<file path="src/rtl/addsub_arbiter.sv">
// addsub_arbiter
//   Two requesters share one 16-bit ripple adder-subtractor. A grant is
//   issued in IDLE, the winning operands are latched on the accept edge,
//   the sum/difference is computed and registered in EXEC, and the result
//   is presented in RESP until the consumer takes it.
//
// Parameters
//   FIXED_PRIO : 0 = round-robin between contending requesters,
//                1 = requester 0 always wins a contested grant.
//
// Ports
//   clk, rst_n               : clock (rising edge), async active-low reset
//   reqN_valid / reqN_ready  : request handshake for requester N (N = 0, 1)
//   reqN_a, reqN_b           : 16-bit operands (A op B)
//   reqN_op                  : 0 = add, 1 = subtract
//   rsp_valid / rsp_ready    : response handshake
//   rsp_s                    : 16-bit sum/difference (wraps modulo 2^16)
//   rsp_c                    : 1 = carry (add) or borrow (subtract)
//   rsp_v                    : signed overflow
//   rsp_id                   : requester that owns the response
//   busy                     : high whenever the FSM is not in IDLE
module addsub_arbiter #(
  parameter int unsigned FIXED_PRIO = 0
) (
  input  logic        clk,
  input  logic        rst_n,
  input  logic        req0_valid,
  output logic        req0_ready,
  input  logic [15:0] req0_a,
  input  logic [15:0] req0_b,
  input  logic        req0_op,
  input  logic        req1_valid,
  output logic        req1_ready,
  input  logic [15:0] req1_a,
  input  logic [15:0] req1_b,
  input  logic        req1_op,
  output logic        rsp_valid,
  input  logic        rsp_ready,
  output logic [15:0] rsp_s,
  output logic        rsp_c,
  output logic        rsp_v,
  output logic        rsp_id,
  output logic        busy
);

  typedef enum logic [1:0] {
    IDLE = 2'd0,
    EXEC = 2'd1,
    RESP = 2'd2
  } state_t;

  state_t      state;
  state_t      state_nxt;

  // Index of the requester granted on the most recent accepted handshake.
  logic        last_gnt;

  // Grant decision for this cycle (meaningful only when a request is valid).
  logic        gnt_id;
  logic        accept;

  // Operands captured on the accept edge; the request inputs are free to
  // change afterwards without disturbing the operation in flight.
  logic [15:0] lat_a;
  logic [15:0] lat_b;
  logic        lat_op;
  logic        lat_id;

  // Shared adder-subtractor datapath.
  logic [15:0] b_eff;
  logic [15:0] add_s;
  logic [16:0] carry;

  // ---------------------------------------------------------------------
  // Arbitration
  // ---------------------------------------------------------------------
  always_comb begin
    gnt_id = 1'b0;
    if (req0_valid && req1_valid) begin
      // Contested: fixed priority favours 0; round-robin favours whoever
      // was not granted last.
      if (FIXED_PRIO != 0) begin
        gnt_id = 1'b0;
      end else begin
        gnt_id = ~last_gnt;
      end
    end else if (req1_valid) begin
      gnt_id = 1'b1;
    end
  end

  // Readys depend only on state, valids and the grant, so they are
  // mutually exclusive by construction.
  always_comb begin
    req0_ready = 1'b0;
    req1_ready = 1'b0;
    if (state == IDLE) begin
      req0_ready = req0_valid && (gnt_id == 1'b0);
      req1_ready = req1_valid && (gnt_id == 1'b1);
    end
  end

  assign accept = req0_ready | req1_ready;

  // ---------------------------------------------------------------------
  // FSM next state
  // ---------------------------------------------------------------------
  always_comb begin
    state_nxt = state;
    case (state)
      IDLE: begin
        if (accept) begin
          state_nxt = EXEC;
        end
      end
      EXEC: begin
        state_nxt = RESP;
      end
      RESP: begin
        if (rsp_ready) begin
          state_nxt = IDLE;
        end
      end
      default: begin
        state_nxt = IDLE;
      end
    endcase
  end

  assign rsp_valid = (state == RESP);
  assign busy      = (state != IDLE);

  // ---------------------------------------------------------------------
  // Ripple adder-subtractor: A + (B xor {16{op}}) + op
  // ---------------------------------------------------------------------
  always_comb begin
    b_eff    = lat_b ^ {16{lat_op}};
    carry    = '0;
    carry[0] = lat_op;
    add_s    = '0;
    for (int unsigned i = 0; i < 16; i++) begin
      add_s[i]   = lat_a[i] ^ b_eff[i] ^ carry[i];
      carry[i+1] = (lat_a[i] & b_eff[i]) | (carry[i] & (lat_a[i] ^ b_eff[i]));
    end
  end

  // ---------------------------------------------------------------------
  // State, grant history, operand latch and result registers
  // ---------------------------------------------------------------------
  always_ff @(posedge clk or negedge rst_n) begin
    if (!rst_n) begin
      state    <= IDLE;
      last_gnt <= 1'b1;  // requester 0 wins the first contested grant
      lat_a    <= '0;
      lat_b    <= '0;
      lat_op   <= 1'b0;
      lat_id   <= 1'b0;
      rsp_s    <= '0;
      rsp_c    <= 1'b0;
      rsp_v    <= 1'b0;
      rsp_id   <= 1'b0;
    end else begin
      state <= state_nxt;

      if (accept) begin
        last_gnt <= gnt_id;
        lat_id   <= gnt_id;
        if (gnt_id) begin
          lat_a  <= req1_a;
          lat_b  <= req1_b;
          lat_op <= req1_op;
        end else begin
          lat_a  <= req0_a;
          lat_b  <= req0_b;
          lat_op <= req0_op;
        end
      end

      // Result registers load only in EXEC, so they hold through RESP and
      // keep the last result while idle.
      if (state == EXEC) begin
        rsp_s  <= add_s;
        rsp_c  <= carry[16] ^ lat_op;
        rsp_v  <= carry[15] ^ carry[16];
        rsp_id <= lat_id;
      end
    end
  end

endmodule

</file>
<file path="config.mk">
export PLATFORM = sky130hd
export DESIGN_NAME = addsub_arbiter
export DESIGN_NICKNAME = d
export VERILOG_FILES = /design/src/rtl/addsub_arbiter.sv
export SDC_FILE = /design/constraint.sdc
export NUM_CORES = 1
export LEC_CHECK = 0
export CAP_MARGIN = 25
export CORE_MARGIN = 2
export CORE_UTILIZATION = 40
export CTS_CLUSTER_DIAMETER = 80
export DETAILED_ROUTE_END_ITERATION = 12
export PLACE_DENSITY_LB_ADDON = 0.2
export SLEW_MARGIN = 20
export SYNTH_ARGS = -nofsm -noshare
export SYNTH_HDL_FRONTEND = slang
export SYNTH_SLANG_ARGS = --single-unit
</file>
<file path="constraint.sdc">
create_clock -name clk -period 20.6 [get_ports clk]
set_input_delay 3.09 -clock clk [delete_from_list [all_inputs] [get_ports clk]]
set_output_delay 3.09 -clock clk [all_outputs]
set_load 0.005 [all_outputs]
</file>
==> results of run 1 <==
layer usage:
layer	wire, microns	up-vias	GRT usage
li1	-	961	-
met1	2638	914	0.2030
met2	2574	53	0.2126
met3	290	5	0.03205
met4	78	0	0.04104
met5	0	-	0
power groups by stage:
stage | registers (mW) | clock network, mW | logic, mW
after floorplan | 0.197 | 0 | 0.254
after global placement | 0.211 | 0 | 0.340
after detailed placement | 0.212 | 0 | 0.349
after CTS | 0.209 | 0.0729 | 0.349
after global routing | 0.216 | 0.0778 | 0.396
final | 0.208 | 0.0706 | 0.343
how the worst min path moves through the flow:
stage / start / to / slack, ns
CTS: rsp_s[5] / rsp_s[5] / 0.49
finish: lat_id / lat_id / 0.48
floorplan: lat_id / lat_id / 0.45
global placement: rsp_s[14] / rsp_s[14] / 0.46
global route: lat_id / lat_id / 0.51
detailed placement: lat_id / lat_id / 0.47
logic make-up after synthesis:
kind of cell    count (synthesis)
mux                            69
simple gates                   25
flops                          56
fa+ha+maj                      15
xor+xnor                       18
compound gates                 22
buf+inv                        32
cell type report:
cell class	count	area, sq um	area share
Sequential cell	56	1403	0.3337
Timing Repair Buffer	97	968.4	0.2304
Clock inverter	3	42.54	0.01012
Tap cell	102	127.6	0.03037
Inverter	18	67.56	0.01608
Multi-Input combinational cell	149	1525	0.3629
Clock buffer	5	68.82	0.01637
synthesized netlist by cell type:
cell type / n
buf_6: 1
buf_4: 3
mux2_2: 14
inv_1: 18
a21bo_1: 1
xor2_1: 2
nor3_1: 1
mux2_4: 26
clkbuf_1: 3
or3b_2: 1
nand2b_1: 2
nor2_1: 1
mux2i_1: 29
fa_1: 15
buf_12: 1
a21o_1: 1
buf_1: 1
dfstp_2: 1
xnor2_1: 16
dfrtp_1: 55
nand2_1: 19
nor2b_1: 1
o21a_1: 1
buf_2: 4
buf_8: 1
o21ai_0: 19
flip-flops by register name, indices dropped and copies added, names as in the netlist:
name,cells
rsp_id,1
lat_a,16
lat_b,16
rsp_v,1
state,2
rsp_s,16
last_gnt,1
lat_op,1
lat_id,1
rsp_c,1
worst reg2reg max path: cells and delay by family (launching register included):
family / cells / cell delay [ns]
XOR/XNOR: 2 / 0.36
adder cells (fa/ha/maj): 15 / 5.79
AO/OA/AOI/OAI: 1 / 0.20
buffers and inverters: 2 / 0.12
flip-flops: 1 / 0.92
metrics by stage:
| stage | worst slack, ns | total power [mW] | instances | hold WS (ns) | instance area, sq um |
|---|---|---|---|---|---|
| detailed placement | 12.28 | 0.5605 | 421 | 0.4686 | 4071 |
| CTS | 12.28 | 0.6313 | 429 | 0.4910 | 4183 |
| floorplan | 13.62 | 0.4514 | 237 | 0.4458 | 3098 |
| global route | 12.15 | 0.6895 | 430 | 0.5070 | 4203 |
| finish | 12.33 | 0.6209 | 430 | 0.4844 | 4203 |
| global placement | 12.31 | 0.5510 | 421 | 0.4626 | 4071 |
cell usage in the layout, fill, tap and decap left out, drive strengths merged:
| cell type | netlist | final |
|---|---|---|
| xor2 | 2 | 2 |
| a21o | 1 | 1 |
| inv | 18 | 18 |
| nor2 | 1 | 1 |
| dfstp | 1 | 1 |
| fa | 15 | 15 |
| buf | 11 | 5 |
| clkdlybuf4s50 | 0 | 92 |
| mux2 | 40 | 40 |
| xnor2 | 16 | 16 |
| or3b | 1 | 1 |
| bufinv | 0 | 1 |
| clkinvlp | 0 | 1 |
| dfrtp | 55 | 55 |
| o21ai | 19 | 19 |
| a21bo | 1 | 1 |
| nor2b | 1 | 1 |
| nand2 | 19 | 19 |
| nand2b | 2 | 2 |
| mux2i | 29 | 29 |
| clkinv | 0 | 1 |
| o21a | 1 | 1 |
| clkbuf | 3 | 5 |
| nor3 | 1 | 1 |
==> flow_summary.json, run 1 <==
{
  "synth_compound_area_frac": 0.03877,
  "synthTopCellsByArea": "dfrtp_1, mux2_4, fa_1, mux2i_1, mux2_2",
  "grt_setup_unrepaired": "false",
  "hold_viol_final": 0,
  "worst_path_max_delay_cell": "a21bo_2",
  "overflow": 0,
  "grt_pass1_wl_microns": 9397,
  "wl_microns": 5581,
  "grt_use_total": 0.1405,
  "p_seq_frac": 0.334,
  "drtIter0Drc": 63,
  "place_hpwl_microns": 4226,
  "synthCells": 237,
  "cp_num_cells": 5,
  "crit_top_cell": "clkdlybuf4s50_1",
  "setup_tns_ns": 0,
  "maxSlewHeadroom": 0.4188,
  "critPathBufInv": 3,
  "synth-xor-area-share": 0.05089,
  "syn_to_final_growth_pct": 35.66,
  "clock_power_share": 0.114,
  "drc": 0,
  "cts_hold_buffers": 0,
  "max_stage_delay_ns": 0.57,
  "critPathKind": "primary input to output port",
  "grt_pass1_vias": 1936,
  "yosys.area.top_type": "dfrtp_1",
  "ir_drop_uv": 48.34,
  "synthDistinctLibCells": 26,
  "hp-class": "flop to flop",
  "clkTransAtPathRegs_ns": 0.10,
  "ys_seq_area_frac": 0.4527,
  "die_w_microns": 92.01,
  "grt_max_degree": 57,
  "start_kind": "primary input",
  "htree_levels": 2,
  "synth_top_family_by_area": "multiplexers",
  "synth_mux_area_frac": 0.2706,
  "syn_avg_cell_area_sq_um": 13.07,
  "cts_buffers": 5,
  "critical-path-top-delay-family": "buffers and inverters",
  "first_pass_iters": 4,
  "row_count": 32,
  "cts_setup_buffers": 0,
  "p_leak_nw": 1.883,
  "clock_path_buffers": 2,
  "period_minus_slack_ns": 8.270,
  "cp-end-kind": "output port",
  "p_sw_mw": 0.2222,
  "r2r_slack_ns": 13.13,
  "clk_latency_ns": 0.30,
  "fill_cells": 672,
  "cts_resized": 0,
  "antenna_found_initial": 0,
  "post_drt_wl_per_cell_microns": 12.98,
  "cp_cell_sequence": "clkdlybuf4s50_1, a21bo_2, buf_4, nor2b_1, clkdlybuf4s50_1",
  "slew_viol_final": 0,
  "yosysWarningCount": 0,
  "p_comb_frac": 0.552,
  "coreArea_sq_mm": 0.007607,
  "fin_skew_ns": 0.006603,
  "critPathMaxFanout": 19,
  "setup.worst_path.start": "req1_valid",
  "initial_utilization": 0.4072,
  "critical_path_required_ns": 17.51,
  "cts_root_buf": "clkbuf_8",
  "cts_tree": "yes",
  "yosys.area_share.simple": 0.03473,
  "synth.top_cell.area_share": 0.4443,
  "powerDensity_mw_per_mm2": 147.7,
  "rr_worst_depth": 20,
  "portBuffers": 93,
  "swShare": 0.3578,
  "max_cap_viol_count": 0,
  "gp_congestion": 0.7290,
  "r2r-end": "rsp_c",
  "status": "finished clean",
  "syn_nets": 323,
  "viasPerCell": 4.495,
  "drive_above_1_share": 0.1738,
  "utilization": 0.5525,
  "cts.sinks": 56,
  "setup_viol": 0,
  "p_int_mw": 0.3987,
  "fp.dieH_microns": 92.01,
  "crit_arrival_ns": 5.18,
  "whs_path_depth": 1,
  "synth_adder_area_share": 0.09693,
  "worst_slew_pin_slew_ns": 0.8718,
  "ant_nets": 0,
  "ios": 94,
  "fin_nets": 413,
  "ys_ff_latch": 56,
  "critical_path.endpoint": "req0_ready",
  "die_area_sq_mm": 0.008465,
  "vias": 1933,
  "r2r_start": "lat_op",
  "max_freq_mhz": 120.9,
  "n_antenna_cell": 0,
  "netlist_area_sq_mm": 0.003098,
  "fin_crit_sh": 0.4014
}
(Power assumes the default switching activity.)
==> run 2: changes to the inputs <==
- clock period: 20.6 -> 6.85 ns (I/O delays scaled with it)
==> run 2 against run 1 <==
Net effect:
- sequential share of layout area is 0.13 points higher
- power grew to 3.0 times the previous value
- clock skew hardly changed
- first-iteration DRC count is 4.8% higher
- die area stayed put
- via count is 0.31% lower
- critical path depth is 15 higher
- cell count stayed put
- wire length is 2.2% higher
- largest cell class unchanged
==> flow_summary.json, run 2 (same netlist as run 1, synthesis figures left out) <==
{
  "powerDensity_mw_per_mm2": 449.5,
  "cts.sinks": 56,
  "gp_congestion": 0.7414,
  "crit_arrival_ns": 6.81,
  "wl_microns": 5701,
  "initial_utilization": 0.4072,
  "max_freq_mhz": 151.5,
  "cts_buffers": 5,
  "final-seq-area_sq_mm": 0.001403,
  "fin_skew_ns": 0.006982,
  "htree_levels": 2,
  "grt_use_total": 0.1457,
  "drc": 0,
  "p_leak_nw": 1.871,
  "whs_path_depth": 2,
  "antenna_found_initial": 0,
  "fill_cells": 666,
  "row_count": 32,
  "power_mw": 1.882,
  "viasPerCell": 4.481,
  "r2r_start": "lat_op",
  "n_antenna_cell": 0,
  "fp.dieH_microns": 92.01,
  "coreArea_sq_mm": 0.007607,
  "syn_to_final_growth_pct": 35.14,
  "grt_setup_unrepaired": "false",
  "cp-end-kind": "flop",
  "setup_viol": 0,
  "portBuffers": 93,
  "biggestRegsByFlops": "lat_a x16, lat_b x16, rsp_s x16",
  "post_drt_wl_per_cell_microns": 13.26,
  "cts_tree": "yes",
  "ir_drop_uv": 167.2,
  "grt_pass1_wl_microns": 9694,
  "dp_cells": 422,
  "hp-class": "flop to flop",
  "ant_nets": 0,
  "drive_above_1_share": 0.1829,
  "slew_viol_final": 0,
  "worst_slew_pin_slew_ns": 0.6904,
  "cts_root_buf": "clkbuf_8",
  "clkTransAtPathRegs_ns": 0.09,
  "start_kind": "flop",
  "whs_ns": 0.4876,
  "multi_input_area_sq_mm": 0.001535,
  "final_common_cell": "clkdlybuf4s50_1",
  "min_to": "rsp_s[2]",
  "grt_pass1_vias": 2043,
  "ios": 94,
  "vias": 1927,
  "grt_max_degree": 57,
  "dp_slack_ns": 0.02270,
  "final_cell_mix": "clkdlybuf4s50_1, dfrtp_1, mux2i_1",
  "fin_nets": 414,
  "max_cap_viol_count": 0,
  "critPathKind": "flop to flop",
  "final_cells": 430,
  "hold_viol_final": 0,
  "place_hpwl_microns": 4406,
  "setup_tns_ns": 0,
  "fin_crit_sh": 0.9636,
  "setup_slack_ns": 0.2494,
  "critPathMaxFanout": 3,
  "critical_path_required_ns": 7.06,
  "overflow": 0,
  "hp-start": "rsp_s[2]",
  "drtIter0Drc": 66,
  "clock_path_buffers": 2,
  "status": "finished clean",
  "maxSlewHeadroom": 0.5397,
  "rr_worst_depth": 20,
  "r2r-end": "rsp_v",
  "clk_latency_ns": 0.30,
  "die_w_microns": 92.01,
  "period_minus_slack_ns": 6.601,
  "first_pass_iters": 4,
  "r2r_slack_ns": 0.25,
  "die_area_sq_mm": 0.008465
}
==> run 2: changes by cell type in the layout (fill, tap and decap cells not counted), sizes merged <==
cell and change:
buf +1, bufinv -1, clkbuf +1, clkinvlp -1
==> run 2: final cells by class <==
class / count / share of cell area
multi-input cells: 149 / 0.3667
flip-flops and latches: 56 / 0.3350
repair buffers: 98 / 0.2331
well taps: 102 / 0.03048
clock buffers: 6 / 0.01733
inverters: 18 / 0.01614
clock inverters: 1 / 0.001195
==> run 2: per-layer routing <==
metal / track usage / routed length, microns / vias up
met5: 0 / 0 / -
met4: 0.04851 / 64 / 0
met2: 0.2371 / 2661 / 54
met1: 0.1965 / 2719 / 906
met3: 0.02876 / 255 / 4
li1: - / - / 963
==> run 2: report_power, final <==
group | internal, mW | switching [mW] | leakage, nW | total (mW)
clock network | 0.0698 | 0.0979 | 0.0410 | 0.168
registers | 0.507 | 0.0969 | 0.666 | 0.604
logic | 0.612 | 0.498 | 1.16 | 1.11
==> run 2: what timing repair did <==
action / CTS / global route
hold buffers: 0 / 0
resized for setup: 1 / 3
setup endpoints to repair: 1 / 3
setup buffers: 0 / 0
==> run 2: how the worst max path moves through the flow <==
| stage | depth (start not counted) | from | slack (ns) | to |
|---|---|---|---|---|
| 3_3_place_gp | 20 | lat_op | 0.11 | rsp_v |
| 5_1_grt | 20 | lat_op | 0.01 | rsp_v |
| 3_5_place_dp | 20 | lat_op | 0.02 | rsp_v |
| 2_1_floorplan | 22 | lat_op | 0.07 | rsp_v |
| 6_report | 20 | lat_op | 0.25 | rsp_v |
| 4_1_cts | 20 | lat_op | 0.06 | rsp_v |
==> run 2: metrics by stage <==
step / instance area, sq um / utilization
floorplan: 3100 / -
global placement: 4079 / 0.5362
detailed placement: 4079 / 0.5362
CTS: 4159 / 0.5467
global route: 4187 / 0.5503
finish: 4187 / 0.5503
==> run 2: critical path, cell delays in order (launching register included) <==
cell,delay [ns]
dfrtp_1,0.41
xnor2_1,0.15
fa_1,0.41
fa_1,0.38
fa_1,0.39
fa_2,0.37
fa_1,0.40
fa_1,0.40
fa_1,0.41
fa_2,0.37
fa_1,0.38
fa_1,0.38
fa_1,0.39
fa_1,0.37
inv_1,0.07
fa_1,0.16
inv_1,0.05
fa_2,0.36
fa_2,0.37
xnor2_1,0.13
o21ai_0,0.17
==> run 3: changes to the inputs <==
- SLEW_MARGIN: 20 -> 30
==> run 3 against run 2 <==
Net effect:
- critical path depth unchanged
- utilization about the same
- sequential cell count unchanged
- largest cell class unchanged
- largest power group unchanged
==> flow_summary.json, run 3 (same netlist as run 1, synthesis figures left out) <==
{
  "status": "finished clean",
  "n_antenna_cell": 0,
  "worst_path_max_delay_cell": "fa_1",
  "grt_max_degree": 57,
  "period_minus_slack_ns": 6.553,
  "clock_power_share": 0.096,
  "wl_microns": 5702,
  "first_pass_iters": 4,
  "place_hpwl_microns": 4399,
  "drc": 0,
  "critPathMaxFanout": 3,
  "slew_viol_final": 0,
  "ios": 94,
  "crit_top_cell": "fa_1",
  "portBuffers": 93,
  "start_kind": "flop",
  "max_stage_delay_ns": 0.42,
  "drtIter0Drc": 52,
  "critical-path-top-delay-family": "adder cells",
  "min_to": "rsp_s[2]",
  "critPathBufInv": 2,
  "antenna_found_initial": 0,
  "r2r-end": "rsp_v",
  "p_int_mw": 1.195,
  "hold_viol_final": 0,
  "crit_arrival_ns": 6.77,
  "power_mw": 1.883,
  "fin_crit_sh": 0.9567,
  "drive_above_1_share": 0.1829,
  "cts_tree": "yes",
  "vias": 1933,
  "clkTransAtPathRegs_ns": 0.09,
  "grt_pass1_wl_microns": 9735,
  "cp-end-kind": "flop",
  "final_cell_mix": "clkdlybuf4s50_1, dfrtp_1, mux2i_1",
  "die_area_sq_mm": 0.008465,
  "worst_slew_pin_slew_ns": 0.6931,
  "rr_worst_depth": 20,
  "initial_utilization": 0.4072,
  "setup_tns_ns": 0,
  "die_w_microns": 92.01,
  "cp_cell_sequence": "xnor2_1, fa_1, fa_2, fa_1, fa_2, fa_1, fa_1, fa_1, fa_2, fa_1, fa_1, fa_1, fa_1, inv_1, fa_1, inv_1, fa_2, fa_2, xnor2_1, o21ai_0",
  "post_drt_wl_per_cell_microns": 13.26,
  "fin_nets": 413,
  "whs_path_depth": 2,
  "p_seq_frac": 0.320,
  "overflow": 0,
  "grt_use_total": 0.1460,
  "swShare": 0.3654,
  "ant_nets": 0,
  "setup_viol": 0,
  "cts_setup_buffers": 0,
  "final_common_cell": "clkdlybuf4s50_1",
  "hp-class": "flop to flop",
  "grt_setup_unrepaired": "false",
  "coreArea_sq_mm": 0.007607,
  "p_leak_nw": 1.867,
  "cts_hold_buffers": 0,
  "syn_to_final_growth_pct": 35.18,
  "max_freq_mhz": 152.6,
  "cts_root_buf": "clkbuf_8",
  "cts_buffers": 5,
  "htree_levels": 2,
  "critical_path_required_ns": 7.07,
  "cts.sinks": 56,
  "setup.worst_path.start": "lat_op",
  "clock_path_buffers": 2,
  "r2r_start": "lat_op",
  "clk_latency_ns": 0.30,
  "max_cap_viol_count": 0,
  "maxSlewHeadroom": 0.5379,
  "viasPerCell": 4.495,
  "grt_pass1_vias": 2043,
  "critPathKind": "flop to flop",
  "biggestRegsByFlops": "lat_a x16, lat_b x16, rsp_s x16",
  "fin_skew_ns": 0.005975,
  "whs_ns": 0.4852,
  "gp_congestion": 0.7414,
  "ir_drop_uv": 151.7,
  "powerDensity_mw_per_mm2": 449.7,
  "hp-start": "rsp_s[2]",
  "p_sw_mw": 0.6881,
  "r2r_slack_ns": 0.30,
  "fp.dieH_microns": 92.01,
  "row_count": 32,
  "p_comb_frac": 0.584
}
[run 3: power groups by stage]
| stage | Sequential, mW | Combinational [mW] | Clock (mW) |
|---|---|---|---|
| finish | 0.603 | 1.10 | 0.180 |
| global route | 0.627 | 1.28 | 0.199 |
| CTS | 0.607 | 1.12 | 0.188 |
| detailed placement | 0.614 | 1.11 | 0 |
| global placement | 0.609 | 1.08 | 0 |
| floorplan | 0.592 | 0.767 | 0 |
[run 3: worst reg2reg max path, stage by stage (launching register included)]
cell	delay (ns)
dfrtp_1	0.41
xnor2_1	0.16
fa_1	0.41
fa_2	0.34
fa_1	0.39
fa_2	0.37
fa_1	0.40
fa_1	0.40
fa_1	0.42
fa_2	0.37
fa_1	0.38
fa_1	0.38
fa_1	0.39
fa_1	0.37
inv_1	0.07
fa_1	0.16
inv_1	0.05
fa_2	0.36
fa_2	0.37
xnor2_1	0.13
o21ai_0	0.16
[run 3: per-layer routing]
metal  vias up  routed length, microns  global-route usage  part of all wire
met2        54                    2673              0.2414              0.47
li1        957                       -                   -                 -
met3         7                     259             0.02958             0.045
met5         -                       0                   0                 0
met1       915                    2689              0.1947              0.47
met4         0                      79             0.04478             0.014
[run 3: worst max path at each step]
| stage | endpoint | slack [ns] | cells after the start |
|---|---|---|---|
| detailed placement | rsp_v | 0.04 | 20 |
| finish | rsp_v | 0.30 | 20 |
| global placement | rsp_v | 0.11 | 20 |
| global route | rsp_c | 0.04 | 20 |
| CTS | rsp_v | 0.05 | 20 |
| floorplan | rsp_v | 0.07 | 22 |
[run 3: cell type report]
cell class,count,area [sq um]
fillers,661,3420
multi-input cells,149,1544
flip-flops and latches,56,1403
repair buffers,97,955.9
well taps,102,127.6
clock buffers,8,90.09
inverters,18,67.56
[run 3: metrics by stage]
stage,cell area (sq um),utilization,setup slack [ns],std cells
global route,4188,0.5505,0.04428,430
floorplan,3100,-,0.06641,237
finish,4188,0.5505,0.2968,430
CTS,4178,0.5492,0.05055,430
detailed placement,4085,0.5370,0.03762,422
global placement,4079,0.5362,0.1132,422
[run 3: timing repair]
action,in CTS,in global routing
gates cloned,0,0
endpoints found under the setup margin,1,3
resized for setup,1,4
hold endpoints to repair,0,0
